===== src/rtl/ysyx_23060187_pc_unit.sv =====
// ysyx_23060187_pc_unit: program-counter unit between EXU and IFU.
// Offers the fetch PC to the IFU, takes the control-flow result from the EXU,
// resolves branch conditions and loads the next PC.
// Optional feature macro: YSYX_23060187_PC_MISALIGN_TRAP_EN
//   defined   -> misaligned targets redirect to mtvec and pulse trap
//   undefined -> targets are forced word-aligned, trap/trap_tval tied to 0
module ysyx_23060187_pc_unit #(
   parameter int              XLEN    = 32,
   parameter logic [XLEN-1:0] RST_VEC = XLEN'(32'h8000_0000)
) (
   input  logic            clk,
   input  logic            rst_n,
   output logic            pc_valid,
   input  logic            pc_ready,
   output logic [XLEN-1:0] pc,
   input  logic            ex_valid,
   output logic            ex_ready,
   input  logic            jal,
   input  logic            jalr,
   input  logic            br_en,
   input  logic [2:0]      br_funct3,
   input  logic [XLEN-1:0] src1,
   input  logic [XLEN-1:0] src2,
   input  logic [XLEN-1:0] imm,
   input  logic [XLEN-1:0] mtvec,
   output logic            trap,
   output logic [XLEN-1:0] trap_tval
);

   typedef enum logic [1:0] {IDLE, REQ, WAIT} state_e;

   localparam logic [XLEN-1:0] WORD_MASK = {{(XLEN-2){1'b1}}, 2'b00};
   localparam logic [XLEN-1:0] HALF_MASK = {{(XLEN-1){1'b1}}, 1'b0};

   state_e          state_q, state_d;
   logic [XLEN-1:0] pc_q, pc_d;
   logic            pc_valid_q, pc_valid_d;
   logic            ex_ready_q, ex_ready_d;
   logic            trap_q, trap_d;
   logic [XLEN-1:0] tval_q, tval_d;

   logic            br_taken;
   logic            is_seq;
   logic [XLEN-1:0] target;
   logic            misaligned;
   logic [XLEN-1:0] pc_load;
   logic            trap_load;
   logic [XLEN-1:0] tval_load;

   // Branch condition resolution from funct3.
   always_comb begin
      // NOTE: every combinational output gets a default first so no path leaves it unassigned (no latch).
      br_taken = 1'b0;
      case (br_funct3)
         3'b000:  br_taken = (src1 == src2);
         3'b001:  br_taken = (src1 != src2);
         3'b100:  br_taken = ($signed(src1) <  $signed(src2));
         3'b101:  br_taken = ($signed(src1) >= $signed(src2));
         3'b110:  br_taken = (src1 <  src2);
         3'b111:  br_taken = (src1 >= src2);
         default: br_taken = 1'b0;
      endcase
   end

   // Target selection, priority jal > jalr > taken branch > sequential.
   always_comb begin
      is_seq = 1'b0;
      target = pc_q + XLEN'(4);
      if (jal) begin
         target = pc_q + imm;
      end else if (jalr) begin
         target = (src1 + imm) & HALF_MASK;
      end else if (br_en && br_taken) begin
         target = pc_q + imm;
      end else begin
         is_seq = 1'b1;
      end
   end

   // pc+4 from an aligned pc can never be misaligned, so only redirects are checked.
   assign misaligned = !is_seq && (target[1:0] != 2'b00);

`ifdef YSYX_23060187_PC_MISALIGN_TRAP_EN
   assign pc_load   = misaligned ? (mtvec & WORD_MASK) : target;
   assign trap_load = misaligned;
   assign tval_load = target;
`else
   logic unused_cfg;
   assign unused_cfg = ^{mtvec, misaligned};
   assign pc_load    = target & WORD_MASK;
   assign trap_load  = 1'b0;
   assign tval_load  = '0;
`endif

   // Next-state and next-output logic; outputs are registered from state_d.
   always_comb begin
      state_d = state_q;
      pc_d    = pc_q;
      trap_d  = 1'b0;
      tval_d  = tval_q;
      case (state_q)
         IDLE: state_d = REQ;
         REQ:  if (pc_valid_q && pc_ready) state_d = WAIT;
         WAIT: begin
            if (ex_valid) begin
               state_d = REQ;
               pc_d    = pc_load;
               if (trap_load) begin
                  trap_d = 1'b1;
                  tval_d = tval_load;
               end
            end
         end
         default: state_d = IDLE;
      endcase
      pc_valid_d = (state_d == REQ);
      ex_ready_d = (state_d == WAIT);
   end

   // State and output registers with asynchronous reset.
   always_ff @(posedge clk or negedge rst_n) begin
      if (!rst_n) begin
         state_q    <= IDLE;
         pc_q       <= RST_VEC;
         pc_valid_q <= 1'b0;
         ex_ready_q <= 1'b0;
         trap_q     <= 1'b0;
         tval_q     <= '0;
      end else begin
         // NOTE: non-blocking assignments so every register samples pre-edge values.
         state_q    <= state_d;
         pc_q       <= pc_d;
         pc_valid_q <= pc_valid_d;
         ex_ready_q <= ex_ready_d;
         trap_q     <= trap_d;
         tval_q     <= tval_d;
      end
   end

   assign pc        = pc_q;
   assign pc_valid  = pc_valid_q;
   assign ex_ready  = ex_ready_q;
   assign trap      = trap_q;
   assign trap_tval = tval_q;

endmodule


===== config.mk =====
export PLATFORM = sky130hd
export DESIGN_NAME = ysyx_23060187_pc_unit
export DESIGN_NICKNAME = d
export VERILOG_FILES = /design/src/rtl/ysyx_23060187_pc_unit.sv
export SDC_FILE = /design/constraint.sdc
export NUM_CORES = 1
export LEC_CHECK = 0
export ABC_AREA = 0
export CAP_MARGIN = 20
export CORE_MARGIN = 3
export CORE_UTILIZATION = 29
export CTS_CLUSTER_SIZE = 20
export DETAILED_ROUTE_END_ITERATION = 10
export SYNTH_ARGS = -nofsm -noshare
export SYNTH_HDL_FRONTEND = slang
export SYNTH_SLANG_ARGS = --single-unit
export TNS_END_PERCENT = 5

===== constraint.sdc =====
create_clock -name clk -period 3.3 [get_ports clk]
set_input_delay 0.33 -clock clk [delete_from_list [all_inputs] [get_ports clk]]
set_output_delay 0.33 -clock clk [all_outputs]
set_load 0.02 [all_outputs]

==> impl_metrics.tcl <==
set metrics [dict create \
    outcome "finished clean" \
    multi_input_area_sq_um 5430 \
    vias 7169 \
    cp_num_buf_inv 2 \
    async_reset_ff_share_pct 100 \
    cts_made_buffers 5 \
    ys_ff_latch 34 \
    setup_viol 0 \
    root_buffer "clkbuf_16" \
    path_delay_family "compound AO/OA/AOI/OAI gates" \
    finalHoldViolCount 0 \
    synth_largest_area_cell "ha_1" \
    postRouteWirelength_mm 23.6 \
    synthMostInstantiatedCell "ha_1" \
    grt-ovfl-total 0 \
    fp.dieArea_sq_um 23200 \
    first_pass_iters 5 \
    routedWlPerCell_um 16.7 \
    grt_max_degree 35 \
    syn_area_sq_um 6210 \
    rows 52 \
    track_usage_pct 19.0 \
    die_h_um 152 \
    antenna_found_initial 0 \
    htreeDepth 2 \
    p_leak_nw 4.84 \
    fin_crit_sh_pct 97.2 \
    netlist.area_leader.share_pct 18.5 \
    synthCells 811 \
    postRouteAntennaNets 0 \
    slew_viol_final 0 \
    remaining_drc_errors 0 \
    cp.arrival_ns 3.36 \
    synthFlopType "dfrtp_1" \
    clk_latency_ns 0.29 \
    worst_pin_slew_ns 0.541 \
    grt_pass1_wl_mm 36.3 \
    cts_tree "yes" \
    cts_sinks 34 \
    rr_startpoint "pc[2]" \
    drive_above_1_share_pct 26.1 \
    rr_worst_depth 17 \
    ctsHoldBuffers 0 \
    via_per_inst 5.09 \
    port_buffers 137 \
    gp_congestion 0.908 \
    synthTopCellsByArea "ha_1 19%, dfrtp_1 13%, xnor2_1 5.9%, a21oi_1 5.0%, xor2_1 4.5%" \
    slew_headroom_pct 63.7 \
    crit_type "input pin to register" \
    area_growth_pct 60.5 \
    cap_violations 0 \
    hold_path.class "input pin to asynchronous set/reset pin" \
    path_cells "clkdlybuf4s50_1 -> ha_1 -> a21o_1 -> a211o_1 -> a211o_1 -> o211ai_1 -> nand2_1 -> a221oi_2 -> buf_4 -> xnor2_1 -> o22ai_1 -> a211oi_1 -> a21oi_1" \
    cp-end-kind "register" \
    cpMostUsedCell "a211o_1" \
    yosys_warnings 0 \
    cpMaxStageDelayCell "clkdlybuf4s50_1" \
    clockBufferDepth 2 \
    seq_area_frac_synth_pct 13.7 \
    critical-path-max-stage-delay_ns 0.47 \
    avgSynthCellArea_sq_um 7.66 \
    nets 1368 \
    clkTransAtPathRegs_ns 0.06 \
    die_w_um 152 \
    synthTopCellsByCount "92 x ha_1, 67 x nand2_1, 62 x a21oi_1, 57 x nor2_1, 49 x inv_1" \
    fin_total_pwr_mw 5.82 \
    seqCellArea_sq_um 852 \
    hpwl_mm 19.3 \
    rsz0062_at_grt "true" \
    fin_util_pct 48.3 \
    antenna_cells 0 \
    yosysUniqueCellTypes 77 \
    synth_edf_count 0 \
    fill_cells 1993 \
    fmax_mhz 312 \
    vdd_ir_drop_max_v 0.000252 \
    cp_max_fo 3 \
    rr_endpoint "pc[30]" \
    crit_path_start_kind "input pin" \
    core_sq_um 20600 \
    r2r_slack_ns 0.23 \
    skew_ns 0.00515 \
    grt_pass1_vias 6898 \
    period_minus_slack_ns 3.21 \
    io_pins 205 \
    cellPowerDensity_nw_per_um2 583 \
    initial_core_util_pct 30.1 \
    critPathRequiredTime_ns 3.45 \
    drtIter0Drc 382 \
]
-- power by group --
part / total [mW] / leakage (nW) / internal (mW) / switching (mW)
combinational: 4.41 / 4.35 / 2.18 / 2.24
clock: 0.568 / 0.0760 / 0.357 / 0.211
sequential: 0.836 / 0.408 / 0.622 / 0.215
-- metrics by stage --
| step | setup slack, ns | instance area [sq um] | hold slack (ns) | instances | setup TNS, ns |
|---|---|---|---|---|---|
| after floorplan | 0.249 | 6340 | 0.0344 | 845 | 0 |
| after global placement | -0.458 | 9120 | 0.546 | 1387 | -10.50 |
| after detailed placement | -0.494 | 9120 | 0.555 | 1387 | -11.64 |
| after CTS | -0.0221 | 9590 | 0.503 | 1404 | -0.0386 |
| after global routing | -0.0424 | 9970 | 0.533 | 1408 | -0.155 |
| final | 0.0916 | 9970 | 0.482 | 1408 | 0 |
-- cells by family after synthesis --
kind of cell / Yosys count / synth area share [%]
AO/OA/AOI/OAI: 258 / 27.8
XOR/XNOR: 74 / 10.4
other: 1 / 0.0604
multiplexers: 9 / 1.51
AND/OR/NAND/NOR: 241 / 19.1
buffers and inverters: 101 / 8.50
flip-flops: 34 / 13.7
adder cells (fa/ha/maj): 93 / 18.8
-- metal layers --
metal / global-route usage (%) / vias to the layer above / part of all wire (%)
met5: 0 / - / 0
met4: 4.54 / 0 / 1.7
met3: 3.12 / 24 / 6.5
met2: 30.9 / 252 / 46
met1: 26.4 / 3293 / 46
li1: - / 3600 / -
-- area by class of cell --
cell class / instances / share of cell area [%]
well taps: 270 / 3.39
flip-flops and latches: 34 / 8.55
clock buffers: 5 / 1.25
inverters: 49 / 1.84
clock inverters: 3 / 0.452
multi-input cells: 710 / 54.5
repair buffers: 337 / 30.0
-- placed cells by master (no fill, tap or decap), drive strengths merged, types with 4 or more instances in the layout --
master,count
buf,200
ha,92
clkdlybuf4s50,84
nand2,69
a21oi,62
nor2,57
o21ai,51
inv,49
xnor2,42
dlymetal6s2s,39
conb,35
dfrtp,33
xor2,32
nand3,28
a21o,27
nand4,21
and3,15
a211oi,14
nor3,12
o21a,12
a31oi,11
dlygate4sd2,11
nand2b,9
clkbuf,8
o211ai,7
o31ai,7
a211o,6
o22ai,6
o21bai,6
nor2b,6
a221oi,6
mux2i,6
a21boi,6
a22oi,5
nor4,5
or3,4
and2,4
-- how the worst max path moves through the flow --
| stage | slack (ns) | cells after the start | end | startpoint |
|---|---|---|---|---|
| 2_1_floorplan | 0.25 | 14 | pc[28] | pc[2] |
| 3_3_place_gp | -0.46 | 14 | pc[18] | src1[27] |
| 3_5_place_dp | -0.49 | 15 | pc[18] | src2[25] |
| 4_1_cts | -0.02 | 15 | pc[20] | imm[2] |
| 5_1_grt | -0.04 | 15 | pc[30] | imm[11] |
| 6_report | 0.09 | 13 | pc[30] | src1[4] |
-- worst register-to-register path, stage by stage (launching register included) --
cell and delay, ns:
dfrtp_1 0.38, ha_1 0.21, inv_1 0.07, fa_1 0.20, nor2b_2 0.07, o31ai_4 0.28, a211oi_2 0.12, buf_4 0.15
a2111o_1 0.32, a31oi_1 0.17, buf_4 0.15, o21bai_4 0.07, buf_4 0.13, a21o_1 0.16, nand2_1 0.07, xnor2_1 0.06
a211oi_1 0.25, a21oi_1 0.07
-- flip-flops by register name, summed over array words and instances (netlist names) --
name	cells
pc_valid	1
pc	30
state_q	2
ex_ready	1
-- repair_timing --
item | 4_1_cts | 5_1_grt
setup endpoints to repair | 25 | 30
pin swaps | 28 | 43
gates cloned | 2 | 0
buffers inserted | 7 | 5
resized for setup | 56 | 99
Power figures use the tool's default switching activity.
